**config.mk**
```make
export PLATFORM = sky130hd
export DESIGN_NAME = dma_param_fifo
export DESIGN_NICKNAME = d
export VERILOG_FILES = /design/src/rtl/dma_param_fifo.sv
export SDC_FILE = /design/constraint.sdc
export NUM_CORES = 1
export LEC_CHECK = 0
export ABC_AREA = 1
export CORE_UTILIZATION = 59
export CTS_CLUSTER_SIZE = 24
export DETAILED_ROUTE_END_ITERATION = 7
export PLACE_DENSITY = 0.77
export SLEW_MARGIN = 20
export SYNTH_ARGS = -nofsm -noshare
export SYNTH_HDL_FRONTEND = slang
export SYNTH_SLANG_ARGS = --single-unit
```
**constraint.sdc**
```tcl
create_clock -name clk -period 6.4 [get_ports clk]
set_input_delay 1.6 -clock clk [delete_from_list [all_inputs] [get_ports clk]]
set_output_delay 1.6 -clock clk [all_outputs]
set_load 0.01 [all_outputs]
```
**src/rtl/dma_param_fifo.sv**
```systemverilog
// Parametrised show-ahead circular FIFO for the AHB DMA datapath.
// Tracks occupancy, decodes programmable almost-full/almost-empty thresholds,
// supports synchronous flush and keeps sticky overflow/underflow error flags.
module dma_param_fifo #(
    parameter int unsigned DATA_W    = 32,
    parameter int unsigned DEPTH     = 16,
    parameter int unsigned AF_THRESH = 12,
    parameter int unsigned AE_THRESH = 4,
    localparam int unsigned AW       = $clog2(DEPTH),
    localparam int unsigned LW       = $clog2(DEPTH + 1)
) (
    input  logic              clk,
    input  logic              rst,
    input  logic              flush,
    input  logic              wr_en,
    input  logic [DATA_W-1:0] wr_data,
    input  logic              rd_en,
    output logic [DATA_W-1:0] rd_data,
    output logic              full,
    output logic              empty,
    output logic              almost_full,
    output logic              almost_empty,
    output logic [LW-1:0]     level,
    output logic              overflow,
    output logic              underflow,
    input  logic              err_clr
);

    logic [DATA_W-1:0] mem_q [DEPTH];
    logic [AW-1:0]     wr_ptr_q, wr_ptr_d;
    logic [AW-1:0]     rd_ptr_q, rd_ptr_d;
    logic [LW-1:0]     level_q, level_d;
    logic              overflow_q, overflow_d;
    logic              underflow_q, underflow_d;
    logic              wr_acc, rd_acc;

    // Status flags decoded straight from the registered level.
    always_comb begin
        full         = (level_q == LW'(DEPTH));
        empty        = (level_q == '0);
        almost_full  = (level_q >= LW'(AF_THRESH));
        almost_empty = (level_q <= LW'(AE_THRESH));
        level        = level_q;
        overflow     = overflow_q;
        underflow    = underflow_q;
        rd_data      = empty ? '0 : mem_q[rd_ptr_q];
    end

    // Accept decisions use pre-edge flags; flush masks both requests and their errors.
    always_comb begin
        wr_acc      = wr_en & ~full & ~flush;
        rd_acc      = rd_en & ~empty & ~flush;
        wr_ptr_d    = wr_ptr_q;
        rd_ptr_d    = rd_ptr_q;
        level_d     = level_q;
        overflow_d  = overflow_q;
        underflow_d = underflow_q;
        if (flush) begin
            wr_ptr_d = '0;
            rd_ptr_d = '0;
            level_d  = '0;
        end else begin
            if (wr_acc) wr_ptr_d = wr_ptr_q + AW'(1);
            if (rd_acc) rd_ptr_d = rd_ptr_q + AW'(1);
            case ({wr_acc, rd_acc})
                2'b10:   level_d = level_q + LW'(1);
                2'b01:   level_d = level_q - LW'(1);
                default: level_d = level_q;
            endcase
        end
        // Clear first so a same-cycle new error wins over err_clr.
        if (err_clr) begin
            overflow_d  = 1'b0;
            underflow_d = 1'b0;
        end
        if (!flush && wr_en && full)  overflow_d  = 1'b1;
        if (!flush && rd_en && empty) underflow_d = 1'b1;
    end

    // Pointer, level and error-flag registers with asynchronous reset.
    always_ff @(posedge clk or posedge rst) begin
        if (rst) begin
            wr_ptr_q    <= '0;
            rd_ptr_q    <= '0;
            level_q     <= '0;
            overflow_q  <= 1'b0;
            underflow_q <= 1'b0;
        end else begin
            wr_ptr_q    <= wr_ptr_d;
            rd_ptr_q    <= rd_ptr_d;
            level_q     <= level_d;
            overflow_q  <= overflow_d;
            underflow_q <= underflow_d;
        end
    end

    // Storage array; contents are never reset, only the pointers are.
    always_ff @(posedge clk) begin
        if (wr_acc) mem_q[wr_ptr_q] <= wr_data;
    end

endmodule

```
After elaboration in Yosys (flattened, before gate mapping)
Memories as Yosys holds them, arrays and structs flattened.
Index checks and enable logic that the tools add are counted.
Word-level totals
  word-level logic and storage cells: 45
  input port bits: 38
  bits in latches: 0
  flip-flop bits (word level): 15
  RAM bits: 512
  ROM bits: 0
  memories kept: 1
Operators by class
  $mul: 0
  order comparisons: 2
  muxes and demuxes: 12
  divide/modulo/power cells: 0
  reductions and logical operators: 11
  add/subtract/negate cells: 4
  shifts and indexed selects: 0
  bitwise logic cells: 7
  equality and inequality tests: 3
Memories
  mem_q: depth 16, bits a word 32, read ports 1, clocked after Yosys merged registers in 0, wr ports 1, RTL line 29  | logic [DATA_W-1:0] mem_q [DEPTH];
Operator list (count)
  $mux 32: 1
  $mux 4: 4
  $pmux 5 s2: 1
  $add 4x1->4 const B: 2
  $reduce_bool 2->1: 4
  $add 5x1->5 const B: 1
  $eq 5x5->1 const B: 1
  $ge 5x4->1 const B: 1
  $le 5x3->1 const B: 1
  $logic_not 5->1: 1
  $mux 1: 5
  $mux 5: 1
  $sub 5x1->5 const B: 1
  $and 1x1->1: 4
  $logic_and 1x1->1: 4
  $not 1->1: 3
  $reduce_bool 3->1: 1
  $eq 2x1->1 const B: 1
  $eq 2x2->1 const B: 1
  $logic_not 1->1: 1

Depth between registers and ports, before layout
Gate-level depths: netlist of run 1.
  depth after elaboration: 7
  gate-level depth with buffers: 16
  gate-level depth less buffers: 16

Worst setup path after synthesis of run 1
OpenSTA, ideal clock, no wires.
  kind: in2reg
  start: in wr_en
  end: mem mem_q[0][0], enable pin
  setup time: 0.421 ns
  slack: 2.504 ns
  path buffers: 0
  required time: 5.979 ns
  stages: 6
  arrival: 3.475 ns
  cell sequence: inv_1 nor2_1 nand2_2 inv_1 nand2_1 nor2_1
On the way
  longest elaborated chain between the ends: 4
RTL lines
  from (decl): RTL line 15  | input logic wr_en,
  $and 1x1->1 (2 in series): RTL line 51  | wr_acc = wr_en & ~full & ~flush;
  $mux 1: RTL line 99  | if (wr_acc) mem_q[wr_ptr_q] <= wr_data;
  $mux 1 (not written as such): RTL line 99
  to (decl): RTL line 29
Every way passes these cells.

Final worst setup path of run 1
  start: reg rd_ptr_q[1]
  end: out rd_data[18]
On the way
  longest elaborated chain between the ends: 2
RTL lines
  from (decl): RTL line 31  | logic [AW-1:0] rd_ptr_q, rd_ptr_d;
  from (signal assigned): RTL line 90  | rd_ptr_q <= rd_ptr_d;
  $mem_v2 16x32
  $mux 32: RTL line 46  | rd_data = empty ? '0 : mem_q[rd_ptr_q];
  to (decl): RTL line 18  | output logic [DATA_W-1:0] rd_data,
Every way passes these cells.

==> flow_summary.json, run 1 <==
{
  "die-area_sq_um": 36600,
  "setup_viol": 0,
  "p_leak_nw": 7.93,
  "final_cell_mix": "512 x edfxtp_1, 260 x nor2_1, 207 x o21ai_0",
  "cts_buffers": 51,
  "grt_usage": 0.274,
  "clock_latency_ps": 570,
  "synth_fa_ha_area_frac": 0.00414,
  "drtIter0Drc": 1390,
  "io_pins": 81,
  "cts.sinks": 527,
  "coreArea_sq_um": 34900,
  "grt_pass1_vias": 13400,
  "slew_violations": 0,
  "yosys.area_share.simple": 0.0940,
  "path_delay_family": "buffers and inverters",
  "cts_resized": 0,
  "cpMostUsedCell": "nand2_1",
  "synth_top_family_by_area": "compound AO/OA/AOI/OAI gates",
  "synth-seq-area-share": 0.744,
  "wl_microns": 49200,
  "synth_compound_area_frac": 0.122,
  "rsz0062_at_grt": "false",
  "slowest_delay_ps": 830,
  "cp_max_fo": 59,
  "gp_congestion": 0.810,
  "critPathBufInv": 3,
  "hold_viol": 0,
  "antenna_left": 0,
  "hpwl_microns": 24700,
  "syn_inst": 1642,
  "syn_area_per_cell_sq_um": 12.9,
  "synthMuxAreaShare": 0,
  "critical_path_class": "reg2out",
  "status": "complete, no violations",
  "syn_area_sq_um": 21200,
  "min_period_ps": 5360,
  "mostFrequentLayoutCell": "edfxtp_1",
  "viasPerCell": 6.25,
  "cts.htree.levels": 2,
  "syn-num-nets": 1687,
  "start_kind": "flop",
  "antenna_found_initial": 1,
  "drt-wirelength-per-cell_microns": 22.4,
  "p_per_area_nw_per_um2": 399,
  "instances_no_fill": 2193,
  "arrival_ps": 3760,
  "path_clk_slew_ps": 60,
  "grt_remaining_overflow": 0,
  "cap_violations": 0,
  "max_freq_ghz": 0.186,
  "syn_to_final_growth_pct": 13.1,
  "synth.distinct_cells": 30,
  "synth-xor-area-share": 0,
  "die_x_microns": 191,
  "portBuffers": 80,
  "cts_tree": "built",
  "rows": 68,
  "drc": 0,
  "slew_headroom": 0.271,
  "dpl.cell_count": 2098,
  "total_power_mw": 9.55,
  "fin_skew_ps": 10.9,
  "grt_pass1_wl_microns": 75200,
  "cp_cell_sequence": "clkinv_2, buf_4, o21ai_1, o22ai_1, nand2_1, nand3_1, nand2_1, a21oi_2, clkdlybuf4s50_1",
  "tightest_slew_ps": 1090,
  "hold_class": "reg2reg",
  "layout-drive-gt1-share": 0.0938,
  "postCtsHoldBufs": 0,
  "dieHeight_microns": 191,
  "ys_ff_latch": 527,
  "critPathCaptureType": "primary output",
  "rrSetupSlack_ps": 3500,
  "start_util": 0.606,
  "nFillCells": 2348,
  "max-vdd-ir-drop_mv": 0.576,
  "finalSetupTns_ps": 0,
  "finalCritPeriodShare": 0.838,
  "drt_first_pass_iters": 5,
  "yosys_warnings": 0,
  "cp_slowest_cell": "clkinv_2",
  "nets": 1741,
  "cp.required_ps": 4800,
  "cts_buffer_depth": 3,
  "dr_total_vias": 13700,
  "grt_max_degree": 171,
  "cts_root_buffer": "clkbuf_16",
  "post-cts-setup-buffers": 0
}
routing by layer:
metal / up-vias / track usage / part of all wire / wire length (microns)
li1: 6143 / - / - / -
met1: 6664 / 0.373 / 0.38 / 18900
met2: 773 / 0.448 / 0.49 / 23900
met3: 118 / 0.0397 / 0.095 / 4670
met4: 0 / 0.110 / 0.034 / 1680
met5: - / 0 / 0 / 0
through the flow:
stage | utilization | setup slack (ps) | hold WS, ps | instance area, sq um
finish | 0.686 | 1040 | 539 | 23900
global route | 0.686 | 818 | 596 | 23900
CTS | 0.686 | 1050 | 543 | 23900
detailed placement | 0.639 | 1650 | 530 | 22300
global placement | 0.639 | 1640 | 518 | 22300
floorplan | - | 2500 | 549 | 21200
synthesized netlist by cell type (all sizes together):
library cell,n,area (sq um)
clkbuf,56,215
dfrtp,15,375
nand2,176,676
nor3,2,10.0
o21ai,270,1350
nor2,278,1060
edfxtp,512,15400
o22ai,128,801
ha,7,87.6
nand3,43,233
nand4,2,12.5
o21a,1,7.51
buf,52,402
a21oi,68,423
a21boi,1,7.51
inv,31,121
tightest hold or removal path: cells and delay by family, from the launching register on:
| family | cells | cell delay (ps) |
|---|---|---|
| flip-flops | 1 | 380 |
| buffers and inverters | 1 | 50 |
| AO/OA/AOI/OAI | 1 | 60 |
final timing paths:
kind / startpoint / endpoint / depth (start not counted)
max: rd_ptr_q[1] / rd_data[18] / 9
min: overflow / overflow / 2
max reg2reg: level[2] / mem_q[1][19] / 7
min reg2reg: overflow / overflow / 2
max in group asynchronous: rst / rd_ptr_q[1] / 2
min in group asynchronous: rst / level[2] / 2
registers in the layout, summed over array words and instances (netlist names):
register	cells
level	5
mem_q	512
overflow	1
rd_ptr_q	4
underflow	1
wr_ptr_q	4
power breakdown:
group / switching [mW] / internal, mW
logic: 1.65 / 0.999
clock network: 1.25 / 1.66
registers: 0.123 / 3.86
total: 3.03 / 6.52
cell families after synthesis:
| logic type | Yosys count |
|---|---|
| flip-flops | 527 |
| buffers and inverters | 139 |
| AO/OA/AOI/OAI | 468 |
| AND/OR/NAND/NOR | 501 |
| adder cells (fa/ha/maj) | 7 |
final cells by class:
| class | count | area, sq um | area share |
|---|---|---|---|
| flip-flops and latches | 527 | 15800 | 0.659 |
| multi-input cells | 976 | 4790 | 0.200 |
| clock buffers | 57 | 1340 | 0.0561 |
| repair buffers | 109 | 1060 | 0.0441 |
| well taps | 455 | 569 | 0.0238 |
| clock inverters | 37 | 282 | 0.0118 |
| inverters | 31 | 123 | 0.00513 |
| diodes | 1 | 2.50 | 0.000105 |
Power figures use the tool's default switching activity.
==> run 2: changes to the inputs <==
clock period = 5.1 ns   (was 6.4 ns; I/O delays follow)
==> run 2 against run 1 <==
Via count decreased by 0.17%. Power increased by 28%. Global-route usage decreased by 0.28 points. Clock power increased by 30%. Critical path depth decreased by 1. Sequential share of layout area decreased by 0.63 points. Combinational power increased by 32%. First-iteration DRC count increased by 1.5%. Wire length decreased by 1.8%.
==> flow_summary.json, run 2 (synthesis results as in run 1) <==
{
  "status": "complete, no violations",
  "slowest_delay_ps": 610,
  "finalWorstSetupSlack_ps": 432,
  "cp.required_ps": 3830,
  "portBuffers": 80,
  "hpwl_microns": 25400,
  "dp_slack_ps": 1130,
  "tightest_slew_ps": 998,
  "clkPwrFrac": 0.311,
  "cap_violations": 0,
  "nets": 1744,
  "coreArea_sq_um": 34900,
  "switchingPower_mw": 3.84,
  "cts_tree": "built",
  "clock_latency_ps": 580,
  "seqPwrFrac": 0.402,
  "min_from": "overflow",
  "grt_usage": 0.271,
  "cts_resized": 0,
  "post-cts-setup-buffers": 0,
  "cts_buffer_depth": 3,
  "fin_skew_ps": 15.9,
  "grt_max_degree": 207,
  "largest_register_ffs": 512,
  "drt-wirelength-per-cell_microns": 22.0,
  "viasPerCell": 6.23,
  "grt_pass1_vias": 13500,
  "hold_class": "reg2reg",
  "cpMostUsedCell": "nand2_1",
  "finalSetupTns_ps": 0,
  "path_clk_slew_ps": 60,
  "die-area_sq_um": 36600,
  "mostFrequentLayoutCell": "edfxtp_1",
  "antenna_left": 0,
  "start_kind": "flop",
  "min_period_ps": 4670,
  "grt_pass1_wl_microns": 75100,
  "hold_depth": 2,
  "wl_microns": 48300,
  "p_leak_nw": 8.02,
  "rr_worst_depth": 7,
  "io_pins": 81,
  "setup_viol": 0,
  "start_util": 0.606,
  "layout-drive-gt1-share": 0.0959,
  "syn_to_final_growth_pct": 14.2,
  "placed_area_sq_um": 22400,
  "p_per_area_nw_per_um2": 505,
  "postCtsHoldBufs": 0,
  "hold_end": "overflow",
  "rr_endpoint": "mem_q[12][10]",
  "slew_violations": 0,
  "power_frac_comb": 0.286,
  "drtIter0Drc": 1411,
  "cp_max_fo": 206,
  "cp_cell_sequence": "buf_12, o21ai_0, o22ai_1, nand2_1, nand3_1, nand2_1, a21oi_2, clkdlybuf4s50_1",
  "gp_congestion": 0.818,
  "p_sw_frac": 0.315,
  "antennaDiodeCount": 0,
  "dieHeight_microns": 191,
  "cts_buffers": 51,
  "stdcell_area_sq_um": 24200,
  "critPathCaptureType": "primary output",
  "die_x_microns": 191,
  "cp_slowest_cell": "clkdlybuf4s50_1",
  "grt_remaining_overflow": 0,
  "finalCritPeriodShare": 0.915,
  "rrSetupSlack_ps": 2420,
  "cts.htree.levels": 2,
  "critical_path_class": "reg2out",
  "rows": 68,
  "antenna_found_initial": 0,
  "drc": 0,
  "rsz0062_at_grt": "false",
  "slew_headroom": 0.335,
  "intPower_mw": 8.34,
  "cts.sinks": 527,
  "drt_first_pass_iters": 6,
  "final_cell_mix": "512 x edfxtp_1, 260 x nor2_1, 207 x o21ai_0",
  "final_util": 0.692,
  "dr_total_vias": 13700,
  "hold_viol": 0,
  "cts_root_buffer": "clkbuf_16",
  "reg2reg_from": "level[2]",
  "max-vdd-ir-drop_mv": 0.594,
  "largest_register": "mem_q",
  "max_freq_ghz": 0.214,
  "arrival_ps": 3390
}
run 2: changes by cell type in the layout (fill, tap and decap cells not counted), sizes merged:
cell      delta
clkinv       -5
buf          +3
bufinv       +3
clkbuf       +2
inv          +2
clkinvlp     -1
diode        -1
run 2: worst max path at each step:
stage / from / end / slack [ps] / cells after the start
2_1_floorplan: wr_en / mem_q[0][0] / 1530 / 6
3_3_place_gp: wr_en / mem_q[14][10] / 1170 / 7
6_report: rd_ptr_q[0] / rd_data[23] / 430 / 8
3_5_place_dp: wr_en / mem_q[12][8] / 1130 / 8
5_1_grt: rd_ptr_q[0] / rd_data[24] / 380 / 9
4_1_cts: rd_ptr_q[0] / rd_data[23] / 540 / 8
run 2: layout make-up:
class / count / area, sq um
Sequential cell: 527 / 15800
Fill cell: 2293 / 10700
Timing Repair Buffer: 112 / 1230
Clock inverter: 36 / 355
Clock buffer: 59 / 1330
Inverter: 31 / 123
Multi-Input combinational cell: 976 / 4790
Tap cell: 455 / 569
run 2: metal layers:
layer / routed length [microns] / global-route usage
met5: 0 / 0
met4: 1360 / 0.0995
met2: 23200 / 0.442
met3: 4240 / 0.0389
met1: 19500 / 0.374
run 2: metrics by stage:
| step | cells | power (mW) | hold slack, ps |
|---|---|---|---|
| 2_1_floorplan | 1642 | 7.28 | 549 |
| 3_3_place_gp | 2098 | 8.37 | 519 |
| 3_5_place_dp | 2100 | 8.43 | 527 |
| 4_1_cts | 2195 | 12.2 | 537 |
| 5_1_grt | 2196 | 12.7 | 557 |
| 6_report | 2196 | 12.2 | 536 |
run 2: worst max-delay path, delay by kind of cell, from the launching register on:
| kind | cells | cell delay, ps |
|---|---|---|
| buffers and inverters | 2 | 1140 |
| flip-flops | 1 | 460 |
| AO/OA/AOI/OAI | 3 | 720 |
| AND/OR/NAND/NOR | 3 | 280 |
run 2: power groups by stage:
stage	combinational [mW]	sequential (mW)	clock [mW]
floorplan	2.29	4.99	0
global placement	3.38	4.99	0
detailed placement	3.44	4.99	0
CTS	3.48	4.90	3.82
global route	3.80	4.91	3.98
finish	3.49	4.90	3.79
